## src/rtl/sdram_arb_pkg.sv

```systemverilog
// Shared types and constants for the SDRAM port arbiter.
package sdram_arb_pkg;

    typedef enum logic [1:0] {
        IDLE = 2'd0,
        WAIT = 2'd1,
        DONE = 2'd2
    } arb_state_e;

    localparam int TIMEOUT_DEF = 1023;

    // grant_id width; never below one bit so a two-client build still has a port.
    function automatic int gid_w(input int n);
        return (n > 2) ? $clog2(n) : 1;
    endfunction

endpackage

```

## src/rtl/sdram_port_arbiter_rr_pick.sv

```systemverilog
// Round-robin priority encoder: first requester after last, with wrap.
module rr_pick #(
    parameter int N  = 3,
    parameter int GW = 2
) (
    input  logic [N-1:0]  req_i,
    input  logic [GW-1:0] last_i,
    output logic [GW-1:0] winner_o,
    output logic          any_o
);

    always_comb begin
        // NOTE: every output gets a default first so no path leaves it unassigned (no latch).
        winner_o = '0;
        any_o    = 1'b0;
        // The last winner is visited at i == N, so it only wins when it is alone.
        for (int i = 1; i <= N; i++) begin
            if (!any_o && req_i[(int'(last_i) + i) % N]) begin
                winner_o = GW'((int'(last_i) + i) % N);
                any_o    = 1'b1;
            end
        end
    end

endmodule

```

## src/rtl/sdram_port_arbiter.sv

```systemverilog
// Round-robin sharing of one toggle-handshake SDRAM port among N level-request clients.
module sdram_port_arbiter
    import sdram_arb_pkg::*;
#(
    parameter int N       = 3,
    parameter int AW      = 15,
    parameter int TIMEOUT = TIMEOUT_DEF,
    localparam int GW     = gid_w(N)
) (
    input  logic            clk,
    input  logic            reset,
    input  logic [N-1:0]    cli_req,
    input  logic [N-1:0]    cli_we,
    input  logic [N*AW-1:0] cli_a,
    input  logic [N*16-1:0] cli_d,
    input  logic [N*2-1:0]  cli_be,
    output logic [N-1:0]    cli_done,
    output logic [15:0]     cli_q,
    output logic [GW-1:0]   grant_id,
    output logic            busy,
    output logic            mem_req,
    input  logic            mem_ack,
    output logic            mem_we,
    output logic [AW-1:0]   mem_a,
    output logic [15:0]     mem_d,
    output logic            mem_u_n,
    output logic            mem_l_n,
    input  logic [15:0]     mem_q,
    output logic            timeout_err
);

    localparam int CW = $clog2(TIMEOUT + 1);

    arb_state_e    state_q, state_d;
    logic [GW-1:0] grant_q, grant_d;
    logic          req_q, req_d;
    logic          we_q, we_d;
    logic [AW-1:0] a_q, a_d;
    logic [15:0]   d_q, d_d;
    logic [1:0]    be_n_q, be_n_d;
    logic [N-1:0]  done_q, done_d;
    logic [15:0]   rdata_q, rdata_d;
    logic [CW-1:0] cnt_q, cnt_d;
    logic          err_q, err_d;

    logic [GW-1:0] winner;
    logic          any;

    // grant_q doubles as the round-robin "last" pointer.
    rr_pick #(.N(N), .GW(GW)) u_pick (
        .req_i    (cli_req),
        .last_i   (grant_q),
        .winner_o (winner),
        .any_o    (any)
    );

    always_comb begin
        state_d = state_q;
        grant_d = grant_q;
        req_d   = req_q;
        we_d    = we_q;
        a_d     = a_q;
        d_d     = d_q;
        be_n_d  = be_n_q;
        done_d  = '0;
        rdata_d = rdata_q;
        cnt_d   = cnt_q;
        err_d   = err_q;
        unique case (state_q)
            IDLE: begin
                if (any) begin
                    we_d    = cli_we[winner];
                    a_d     = cli_a[int'(winner)*AW +: AW];
                    d_d     = cli_d[int'(winner)*16 +: 16];
                    be_n_d  = ~cli_be[int'(winner)*2 +: 2];
                    req_d   = ~req_q;
                    grant_d = winner;
                    cnt_d   = '0;
                    state_d = WAIT;
                end
            end
            WAIT: begin
                if (mem_ack == req_q) begin
                    if (!we_q) rdata_d = mem_q;
                    done_d[grant_q] = 1'b1;
                    state_d         = DONE;
                end else begin
                    if (cnt_q != CW'(TIMEOUT)) cnt_d = cnt_q + 1'b1;
                    // Late ack is only flagged; the transfer keeps waiting for the real ack.
                    if (cnt_d == CW'(TIMEOUT)) err_d = 1'b1;
                end
            end
            DONE:    state_d = IDLE;
            default: state_d = IDLE;
        endcase
    end

    always_ff @(posedge clk) begin
        // NOTE: sequential state uses non-blocking assignments so all registers update together.
        if (reset) begin
            state_q <= IDLE;
            grant_q <= '0;
            req_q   <= mem_ack;  // resynchronise the toggle pair after a mid-transfer reset
            we_q    <= 1'b0;
            a_q     <= '0;
            d_q     <= '0;
            be_n_q  <= 2'b11;
            done_q  <= '0;
            rdata_q <= '0;
            cnt_q   <= '0;
            err_q   <= 1'b0;
        end else begin
            state_q <= state_d;
            grant_q <= grant_d;
            req_q   <= req_d;
            we_q    <= we_d;
            a_q     <= a_d;
            d_q     <= d_d;
            be_n_q  <= be_n_d;
            done_q  <= done_d;
            rdata_q <= rdata_d;
            cnt_q   <= cnt_d;
            err_q   <= err_d;
        end
    end

    assign cli_done    = done_q;
    assign cli_q       = rdata_q;
    assign grant_id    = grant_q;
    assign busy        = (state_q != IDLE);
    assign mem_req     = req_q;
    assign mem_we      = we_q;
    assign mem_a       = a_q;
    assign mem_d       = d_q;
    assign mem_u_n     = be_n_q[1];
    assign mem_l_n     = be_n_q[0];
    assign timeout_err = err_q;

endmodule

```

## config.mk

```make
export PLATFORM = sky130hd
export DESIGN_NAME = sdram_port_arbiter
export DESIGN_NICKNAME = d
export VERILOG_FILES = /design/src/rtl/sdram_arb_pkg.sv /design/src/rtl/sdram_port_arbiter_rr_pick.sv /design/src/rtl/sdram_port_arbiter.sv
export SDC_FILE = /design/constraint.sdc
export NUM_CORES = 1
export LEC_CHECK = 0
export CAP_MARGIN = 15
export CELL_PAD_IN_SITES_DETAIL_PLACEMENT = 1
export CELL_PAD_IN_SITES_GLOBAL_PLACEMENT = 1
export CORE_MARGIN = 2
export CORE_UTILIZATION = 33
export CTS_CLUSTER_DIAMETER = 60
export CTS_CLUSTER_SIZE = 8
export DETAILED_ROUTE_END_ITERATION = 16
export PLACE_DENSITY = 0.95
export SYNTH_ARGS = -nofsm -noshare
export SYNTH_HDL_FRONTEND = slang
export SYNTH_SLANG_ARGS = --single-unit
```

## constraint.sdc

```tcl
create_clock -name clk -period 4.1 [get_ports clk]
set_input_delay 0.41 -clock clk [delete_from_list [all_inputs] [get_ports clk]]
set_output_delay 0.41 -clock clk [all_outputs]
set_load 0.05 [all_outputs]
```

==> results of run 1 <==
==> sequential cells by signal, summed over array words and instances (netlist names) <==
register	count
be_n_q	2
mem_req	1
mem_d	16
cli_q	16
state_q	2
mem_a	15
grant_id	2
mem_we	1
cnt_q	10
timeout_err	1
cli_done	3
==> area by class of cell <==
cell class              count  area [µm²]
fillers                  1250        5330
multi-input cells         273        2270
repair buffers            186        1840
flip-flops and latches     69        1390
clock buffers              10         239
well taps                 143         179
clock inverters             6        86.3
inverters                   8        30.0
==> cell families (layout without fill, tap and decap cells) <==
kind of cell,after synthesis,after routing,synth area share [%]
AOI/OAI and AO/OA,68,68,19.0
xor gates and xnor gates,1,1,0.228
adders and majority gates,7,7,2.25
buffers and inverters,42,210,5.18
DFF,69,69,36.2
muxes,54,54,14.1
and+or+nand+nor,143,143,23.0
==> metrics by stage <==
stage          cells  util [%]  setup WS (ps)
4_1_cts          695      53.1           1180
3_5_place_dp     679      50.3           1200
6_report         695      53.1           1210
2_1_floorplan    384         -           1610
3_3_place_gp     679      50.3           1330
5_1_grt          695      53.1            972
==> layer usage <==
| layer | wire [µm] | share of wire (%) | GRT usage (%) |
|---|---|---|---|
| met1 | 4970 | 37 | 22.1 |
| met4 | 172 | 1.3 | 5.27 |
| met3 | 846 | 6.3 | 5.93 |
| met2 | 7400 | 55 | 42.0 |
| met5 | 0 | 0 | 0 |
==> cell usage in the layout (no fill, tap or decap), drive strengths merged, types with 5 or more instances in the layout <==
| cell | netlist | final |
|---|---|---|
| clkdlybuf4s50 | 0 | 180 |
| dfxtp | 68 | 68 |
| nor3 | 5 | 5 |
| a21oi | 8 | 8 |
| nand3b | 66 | 66 |
| o21ai | 5 | 5 |
| nand3 | 8 | 8 |
| inv | 8 | 8 |
| clkbuf | 21 | 10 |
| buf | 13 | 6 |
| nor2 | 33 | 33 |
| ha | 6 | 6 |
| nand2 | 11 | 11 |
| o221ai | 32 | 32 |
| mux2i | 52 | 52 |
==> power groups by stage <==
| stage | Sequential (µW) | Clock, µW | Combinational, µW |
|---|---|---|---|
| floorplan | 1490 | 0 | 752 |
| global placement | 953 | 0 | 1840 |
| detailed placement | 963 | 0 | 1900 |
| CTS | 954 | 863 | 1910 |
| global route | 974 | 898 | 2000 |
| finish | 952 | 854 | 1890 |
==> worst max-delay path, stage by stage, from the launching register on <==
cell and delay, ps:
sky130_fd_sc_hd__dfxtp_1 410, sky130_fd_sc_hd__inv_1 110, sky130_fd_sc_hd__ha_1 290, sky130_fd_sc_hd__nor2b_1 220
sky130_fd_sc_hd__o21ai_1 170, sky130_fd_sc_hd__o211a_2 780, sky130_fd_sc_hd__buf_4 350, sky130_fd_sc_hd__mux2i_1 270
sky130_fd_sc_hd__o221ai_2 110
==> final timing paths <==
kind | endpoint | start | depth (start not counted) | slack [ps]
worst min-delay path | timeout_err$_SDFFE_PP0P_ | timeout_err$_SDFFE_PP0P_ | 2 | 460
worst min register to register | timeout_err$_SDFFE_PP0P_ | timeout_err$_SDFFE_PP0P_ | 2 | 460
worst max-delay path | mem_a[8]$_SDFFE_PP0P_ | grant_id[0]$_SDFFE_PP0P_ | 8 | 1210
worst max register to register | mem_a[8]$_SDFFE_PP0P_ | grant_id[0]$_SDFFE_PP0P_ | 8 | 1210
==> metrics.md, run 1 <==
| Metric | Value |
|---|---|
| Initial DRT Pass Iterations | `4` |
| Total global routing track utilization | `21.3%` |
| Proportion of netlist area held by the largest area contributor | `35.4%` |
| Area growth, synth to finish | `57.2%` |
| Starting density of the core | `33.8%` |
| CTS Root Buffer Type | `sky130_fd_sc_hd__clkbuf_16` |
| Share of the yosys chip area belonging to registers | `36.2%` |
| Worst skew pair latency | `330 ps` |
| Synthesis Warnings | `0` |
| Yosys top cell by area | `sky130_fd_sc_hd__dfxtp_1` |
| Final setup violating endpoints | `0` |
| Period utilisation layout | `70.5%` |
| Worst slew margin | `30.6%` |
| Main synth FF type | `sky130_fd_sc_hd__dfxtp_1` |
| Antenna violations before repair | `0` |
| Cells resized by post-CTS repair | `0` |
| Final global-route overflow total | `0` |
| Total power per unit cell area | `612 mW/mm²` |
| Number of I/O pins | `182` |
| Die extent in y | `112 µm` |
| Fin crit period | `just under 3000 ps` |
| Vias per cell | `about 5.4` |
| Detailed Place HPWL | `9630 µm` |
| DR WL/cell | `19.3 µm` |
| Cell area after technology mapping | `0.00384 mm²` |
| Int Pwr | `2080 µW` |
| H-Tree Depth | `3` |
| Kind of critical path | `register to register` |
| Share of total power in sequential cells | `25.8%` |
| Post-synthesis area per instance | `10.0 µm²` |
| Worst-case clock buffer depth | `2` |
| Startpoint class of the critical path | `register` |
| Crit end category | `register` |
| Number of storage elements in the synthesis netlist | `69` |
| Post-route clock skew | `between 6 and 7 ps` |
| Starting DRT DRC Count | `between 100 and 150` |
| Standby leakage power | `0.00207 µW` |
| Area of all placed cells without fillers | `approximately 0.006 mm²` |
| Switching Power | `1620 µW` |
| Clock tree from TritonCTS | `built` |
| Core area | `about 0.011 mm²` |
| Required time of the critical path | `roughly 4300 ps` |
| Outcome | `complete, no violations` |
| Number of placement rows | `39` |
| Die X-Extent | `112 µm` |
| Vias in the first global route | `4265` |
| Largest driver fanout on the critical path | `24` |
| Clock share of power | `23.1%` |
| Top cell types by occurrence after synthesis | `68 x sky130_fd_sc_hd__dfxtp_1, 66 x sky130_fd_sc_hd__nand3b_1, 52 x sky130_fd_sc_hd__mux2i_1, 32 x sky130_fd_sc_hd__nor2_1, 30 x sky130_fd_sc_hd__o221ai_2` |
| Max-cap check violation count | `0` |
| RSZ-0062 raised after global routing | `no` |
| Buffers added on ports | `181` |
| Timing-limited maximum frequency | `between 0.3 and 0.4 GHz` |
| Post-synth EDFFs | `1` |
| Worst-case vdd ir drop | `0.335 mV` |
| Post-CTS setup buffer count | `0` |
| Drt total wl | `~13000 µm` |
| Global-route wire length before repair | `~22000 µm` |
| Pins Over Slew Limit | `0` |
| Maximum number of pins on one net before global-route repair | `100` |
| Area after detailed placement | `0.00571 mm²` |
| Clock edge transition at the registers on the reported setup and hold paths | `60 ps` |
| Count of distinct cell types in the synthesized netlist | `52` |
| Via total after detailed routing | `3726` |
| Gp weighted congestion | `between 0.8 and 0.9` |
| Hold buffers post-CTS | `0` |
| Final hold violation count | `0` |
| Sw frac | `43.8%` |
| DIE AREA | `0.0125 mm²` |
| Number of diodes added for antenna fixing | `0` |
| Setup Total Neg Slack | `0 ps` |
| Worst slew pin tran | `1040 ps` |
| Data arrival time of the critical path | `3060 ps` |
| Hold/Removal Path Class | `register to register` |
| Syn nets | `between 500 and 600` |
| Leading cell types by total area after synthesis | `sky130_fd_sc_hd__dfxtp_1 35%, sky130_fd_sc_hd__mux2i_1 14%, sky130_fd_sc_hd__nand3b_1 13%, sky130_fd_sc_hd__o221ai_2 12%, sky130_fd_sc_hd__nor2_1 3.1%` |
| Synthesized netlist cell count | `between 300 and 400` |
| Share of layout cells above drive strength 1 | `10.7%` |
| Most frequent cell after synthesis | `sky130_fd_sc_hd__dfxtp_1` |
| Combinational share of power | `51.2%` |
| Number of buffers created by CTS | `9` |
| Overall Power | `3700 µW` |
| Async set or reset register ratio after synthesis | `0%` |
| Clock sinks | `69` |
| Final ANT Viol Nets | `0` |
| Detailed-route DRC error count | `0` |
| Final hold slack | `461 ps` |
| Nets | `slightly below 700` |
Note: power is estimated with default switching activity, not from simulation.
==> run 2: changes to the inputs <==
- CORE_UTILIZATION: 33 -> 27
- PLACE_DENSITY: 0.95 -> 0.85
- clock period: 4.1 -> 2.5 ns (I/O delays scaled with it)
==> metrics.md, run 2 (synthesized netlist as in run 1, its figures left out) <==
| Metric | Value |
|---|---|
| Number of I/O pins | `182 (unchanged)` |
| Hold buffers post-CTS | `0 (unchanged)` |
| Post-route clock skew | `4.71 ps (-2.22 ps)` |
| Number of placement rows | `43 (+10%)` |
| Vias per cell | `5.01 (-6.5%)` |
| Core area | `0.0139 mm² (+22%)` |
| DIE AREA | `0.0152 mm² (+21%)` |
| RSZ-0062 raised after global routing | `no` |
| Antenna violations before repair | `1 (+1)` |
| Area occupied by registers | `0.00139 mm² (+0.18%)` |
| Worst skew pair latency | `330 ps (about the same)` |
| Nets | `682 (+0.74%)` |
| Overall Power | `5900 µW (+60%)` |
| Setup Total Neg Slack | `0 ps (unchanged)` |
| Pins Over Slew Limit | `0 (unchanged)` |
| Final hold violation count | `0 (unchanged)` |
| Die X-Extent | `123 µm (+10%)` |
| Crit end category | `register` |
| Maximum number of pins on one net before global-route repair | `79 (-21%)` |
| Detailed-route DRC error count | `0 (unchanged)` |
| Number of cells on the worst reg-to-reg path | `8 (unchanged)` |
| Post-CTS setup buffer count | `0 (unchanged)` |
| Number of fillers in the final layout | `1567 (+25%)` |
| Post-route worst setup slack | `172 ps (-1040 ps)` |
| Die extent in y | `123 µm (+10%)` |
| Most frequent cells in the layout | `180 x sky130_fd_sc_hd__clkdlybuf4s50_1, 66 x sky130_fd_sc_hd__nand3b_1, 66 x sky130_fd_sc_hd__dfxtp_1` |
| Final setup violating endpoints | `0 (unchanged)` |
| Largest driver fanout on the critical path | `32 (+33%)` |
| Worst-case vdd ir drop | `0.486 mV (+45%)` |
| Share of layout cells above drive strength 1 | `11.5% (+0.80 points)` |
| Worst-case clock buffer depth | `2 (unchanged)` |
| Area used by multi-input combinational logic | `0.00228 mm² (+0.33%)` |
| Delay of the slowest cell on the worst path | `510 ps (-270 ps)` |
| Ordered cell list for the critical path | `inv_1 -> ha_1 -> nor3b_1 -> o21ai_1 -> nand4_4 -> or3_2 -> buf_12 -> o221ai_2` |
| Worst-path cell with the longest stage delay | `sky130_fd_sc_hd__or3_2` |
| Total global routing track utilization | `17.3% (-4.0 points)` |
| H-Tree Depth | `3 (unchanged)` |
| Cells resized by post-CTS repair | `0 (unchanged)` |
| Number of buffers created by CTS | `9 (unchanged)` |
| CP Capture Point | `mem_d[13]$_SDFFE_PP0P_` |
| Standby leakage power | `0.00208 µW (+0.71%)` |
| Vias in the first global route | `3979 (-6.7%)` |
| Final ANT Viol Nets | `0 (unchanged)` |
| Reg2reg end | `mem_d[13]$_SDFFE_PP0P_` |
| Starting density of the core | `27.7% (-6.1 points)` |
| Total power per unit cell area | `965 mW/mm² (+58%)` |
| Hold/Removal Path Class | `primary input to register` |
| Global-route wire length before repair | `20400 µm (-5.5%)` |
| Worst reg2reg setup slack | `170 ps (-1040 ps)` |
| Clock edge transition at the registers on the reported setup and hold paths | `50 ps (about the same)` |
| Timing-limited maximum frequency | `0.430 GHz (+24%)` |
| DR WL/cell | `17.5 µm (-9.1%)` |
| CTS Root Buffer Type | `sky130_fd_sc_hd__clkbuf_16` |
| Kind of critical path | `register to register` |
| Startpoint class of the critical path | `register` |
| Detailed Place HPWL | `9580 µm (-0.59%)` |
| Required time of the critical path | `2750 ps (-1520 ps)` |
| Drt total wl | `12900 µm (-3.5%)` |
| Crit Reg-Reg Startpoint | `grant_id[0]$_SDFFE_PP0P_` |
| Fin crit period | `2330 ps (-564 ps)` |
| Via total after detailed routing | `3699 (-0.72%)` |
| Worst slack at placement | `85.8 ps (-1120 ps)` |
| Worst slew pin tran | `615 ps (-424 ps)` |
| Outcome | `complete, no violations` |
| Gp weighted congestion | `0.809 (-3.5%)` |
| Worst slew margin | `58.7% (+28 points)` |
| Data arrival time of the critical path | `2580 ps (-480 ps)` |
| Buffers added on ports | `181 (unchanged)` |
| Startpoint of the most critical setup path | `grant_id[0]$_SDFFE_PP0P_` |
| Clock tree from TritonCTS | `built` |
| Area growth, synth to finish | `59.2%` |
| Leading cell type in the layout, fill and taps excluded | `sky130_fd_sc_hd__clkdlybuf4s50_1` |
| Final global-route overflow total | `0 (unchanged)` |
| Initial DRT Pass Iterations | `5 (+1)` |
| Max-cap check violation count | `0 (unchanged)` |
| Clock sinks | `69 (unchanged)` |
| Period utilisation layout | `93.1% (+23 points)` |
| Starting DRT DRC Count | `111 (-8.3%)` |
## run 2: cell count changes in the layout (fill, tap and decap cells not counted), sizes merged
cell,delta
clkbuf,+1
clkinv,+1
bufinv,-2
buf,+5
diode,+1
## run 2: worst min path at each step
stage / from / end / slack, ps / depth (start not counted)
floorplan: mem_q[0] / cli_q[0]$_SDFFE_PP0P_ / 400 / 2
global placement: timeout_err$_SDFFE_PP0P_ / timeout_err$_SDFFE_PP0P_ / 450 / 2
detailed placement: timeout_err$_SDFFE_PP0P_ / timeout_err$_SDFFE_PP0P_ / 450 / 2
CTS: reset / grant_id[1]$_SDFFE_PP0P_ / 420 / 3
global route: reset / cli_q[8]$_SDFFE_PP0P_ / 450 / 3
finish: reset / grant_id[1]$_SDFFE_PP0P_ / 430 / 3
## run 2: area by class of cell
type                       count  area share (%)
antenna                        1          0.0409
clock buffer                  11            3.81
clock inverter                 5           0.450
inverter                       8           0.491
multi-input combinational    273            37.2
sequential                    69            22.8
tap                          180            3.68
timing repair buffer         191            31.5
## run 2: worst max-delay path, delay by kind of cell, from the launching register on
| kind | cells | cell delay (ps) |
|---|---|---|
| simple gates | 3 | 810 |
| compound gates | 2 | 430 |
| flops | 1 | 360 |
| fa+ha+maj | 1 | 330 |
| buf+inv | 2 | 290 |
## run 2: where the power goes
group | internal, µW | switching (µW)
Sequential | 1380 | 177
Clock | 665 | 481
Combinational | 1210 | 1990
Total | 3260 | 2640
## run 2: metal layers
metal	routed length (µm)	part of all wire, %	GRT usage (%)	up-vias
li1	-	-	-	1785
met1	5170	40	19.5	1800
met2	6850	53	32.2	100
met3	660	5.1	3.64	14
met4	235	1.8	5.61	0
met5	0	0	0	-
## run 2: per-stage QoR
stage / instances / util (%) / hold WS, ps / cell area, µm²
6_report: 738 / 44.1 / 427 / 6120
5_1_grt: 738 / 44.1 / 452 / 6120
4_1_cts: 737 / 43.9 / 418 / 6100
3_5_place_dp: 721 / 42.0 / 450 / 5840
3_3_place_gp: 721 / 42.0 / 452 / 5840
2_1_floorplan: 384 / - / 397 / 3840
==> run 3: changes to the inputs <==
- RECOVER_POWER: unset -> 25
- SLEW_MARGIN: unset -> 10
==> metrics.md, run 3 (synthesized netlist as in run 1, its figures left out) <==
| Metric | Value |
|---|---|
| Overall Power | `5870 µW (-0.61%)` |
| DIE AREA | `0.0152 mm² (unchanged)` |
| Total power per unit cell area | `959 mW/mm² (-0.61%)` |
| Hold buffers post-CTS | `0 (unchanged)` |
| Detailed-route DRC error count | `0 (unchanged)` |
| Hold/Removal Path Class | `primary input to register` |
| Post-route clock skew | `4.73 ps (+0.0195 ps)` |
| Data arrival time of the critical path | `2580 ps (about the same)` |
| Area growth, synth to finish | `59.2% (unchanged)` |
| Largest driver fanout on the critical path | `32 (unchanged)` |
| Area of all placed cells without fillers | `0.00612 mm² (unchanged)` |
| Most frequent cells in the layout | `154 x sky130_fd_sc_hd__clkdlybuf4s50_1, 66 x sky130_fd_sc_hd__nand3b_1, 66 x sky130_fd_sc_hd__dfxtp_1` |
| Outcome | `complete, no violations` |
| Nets | `682 (unchanged)` |
| Antenna violations before repair | `1 (unchanged)` |
| Crit end category | `register` |
| Setup Total Neg Slack | `0 ps (unchanged)` |
| Initial DRT Pass Iterations | `5 (unchanged)` |
| Kind of critical path | `register to register` |
| Leading cell type in the layout, fill and taps excluded | `sky130_fd_sc_hd__clkdlybuf4s50_1` |
| Starting DRT DRC Count | `115 (+3.6%)` |
| Required time of the critical path | `2750 ps (about the same)` |
| Vias in the first global route | `3979 (unchanged)` |
| Clock edge transition at the registers on the reported setup and hold paths | `50 ps (about the same)` |
| Number of buffers created by CTS | `9 (unchanged)` |
| Startpoint class of the critical path | `register` |
| Detailed Place HPWL | `9580 µm (unchanged)` |
| Clock sinks | `69 (unchanged)` |
| Number of placement rows | `43 (unchanged)` |
| Area occupied by registers | `0.00139 mm² (unchanged)` |
| RSZ-0062 raised after global routing | `no` |
| Final hold violation count | `0 (unchanged)` |
| Die X-Extent | `123 µm (unchanged)` |
| Fin crit period | `2330 ps (+0.427 ps)` |
| Core area | `0.0139 mm² (unchanged)` |
| Pins Over Slew Limit | `0 (unchanged)` |
| Area after detailed placement | `0.00584 mm² (unchanged)` |
| Number of fillers in the final layout | `1567 (unchanged)` |
| Area used by multi-input combinational logic | `0.00228 mm² (unchanged)` |
| Total global routing track utilization | `17.3% (unchanged)` |
| Cells resized by post-CTS repair | `0 (unchanged)` |
| DR WL/cell | `17.5 µm (about the same)` |
| Post-CTS setup buffer count | `0 (unchanged)` |
| Global-route wire length before repair | `20400 µm (unchanged)` |
| Clock tree from TritonCTS | `built` |
| Max-cap check violation count | `0 (unchanged)` |
| H-Tree Depth | `3 (unchanged)` |
| Vias per cell | `5.02 (+0.16%)` |
| Buffers added on ports | `181 (unchanged)` |
| Timing-limited maximum frequency | `0.430 GHz (about the same)` |
| Drt total wl | `12900 µm (about the same)` |
| Worst-case clock buffer depth | `2 (unchanged)` |
| Final ANT Viol Nets | `0 (unchanged)` |
| Starting density of the core | `27.7% (unchanged)` |
| Number of I/O pins | `182 (unchanged)` |
| Worst slew pin tran | `615 ps (unchanged)` |
| Worst-case vdd ir drop | `0.486 mV (about the same)` |
| Via total after detailed routing | `3705 (+0.16%)` |
| Gp weighted congestion | `0.809 (unchanged)` |
| Worst skew pair latency | `330 ps (about the same)` |
| Die extent in y | `123 µm (unchanged)` |
| Worst slew margin | `58.7% (unchanged)` |
| Final global-route overflow total | `0 (unchanged)` |
| Maximum number of pins on one net before global-route repair | `79 (unchanged)` |
| Share of layout cells above drive strength 1 | `11.5% (unchanged)` |
| Final setup violating endpoints | `0 (unchanged)` |
| Period utilisation layout | `93.1% (about the same)` |
| CTS Root Buffer Type | `sky130_fd_sc_hd__clkbuf_16` |
| Standby leakage power | `0.00215 µW (+3.1%)` |
[run 3: routing by layer]
metal	GRT usage, %	vias to the layer above	part of all wire, %
li1	-	1787	-
met1	19.5	1804	40
met2	32.2	100	53
met3	3.64	14	5.1
met4	5.61	0	1.8
met5	0	-	0
[run 3: report_power, final]
group / leakage, µW / switching [µW] / total [µW] / internal (µW)
clock network: 0.000129 / 482 / 1150 / 665
registers: 0.000568 / 173 / 1560 / 1380
logic: 0.00145 / 1990 / 3160 / 1170
total: 0.00215 / 2640 / 5870 / 3220
[run 3: final timing paths]
path	startpoint	to	slack [ps]	cells after the start
setup / recovery	grant_id[0]$_SDFFE_PP0P_	mem_d[13]$_SDFFE_PP0P_	170	8
hold / removal	reset	grant_id[1]$_SDFFE_PP0P_	430	3
setup reg to reg	grant_id[0]$_SDFFE_PP0P_	mem_d[13]$_SDFFE_PP0P_	170	8
hold reg to reg	timeout_err$_SDFFE_PP0P_	timeout_err$_SDFFE_PP0P_	450	2
[run 3: stage by stage]
step	worst slack, ps	std cells	hold WS (ps)	util [%]
2_1_floorplan	5.10	384	397	-
3_3_place_gp	193	721	452	42.0
3_5_place_dp	85.8	721	450	42.0
4_1_cts	81.8	737	418	43.9
5_1_grt	11.4	738	452	44.1
6_report	172	738	427	44.1
[run 3: critical path, cell delays in order (launching register included)]
cell and delay [ps]:
sky130_fd_sc_hd__dfxtp_2 360, sky130_fd_sc_hd__inv_1 90, sky130_fd_sc_hd__ha_1 330, sky130_fd_sc_hd__nor3b_1 150, sky130_fd_sc_hd__o21ai_1 220, sky130_fd_sc_hd__nand4_4 150, sky130_fd_sc_hd__or3_2 510, sky130_fd_sc_hd__buf_12 200
sky130_fd_sc_hd__o221ai_2 210
[run 3: cell type report]
class / instances / area share (%)
multi-input cells: 273 / 37.2
flip-flops and latches: 69 / 22.8
repair buffers: 191 / 31.5
clock buffers: 11 / 3.81
well taps: 180 / 3.68
diodes: 1 / 0.0409
clock inverters: 5 / 0.450
inverters: 8 / 0.491
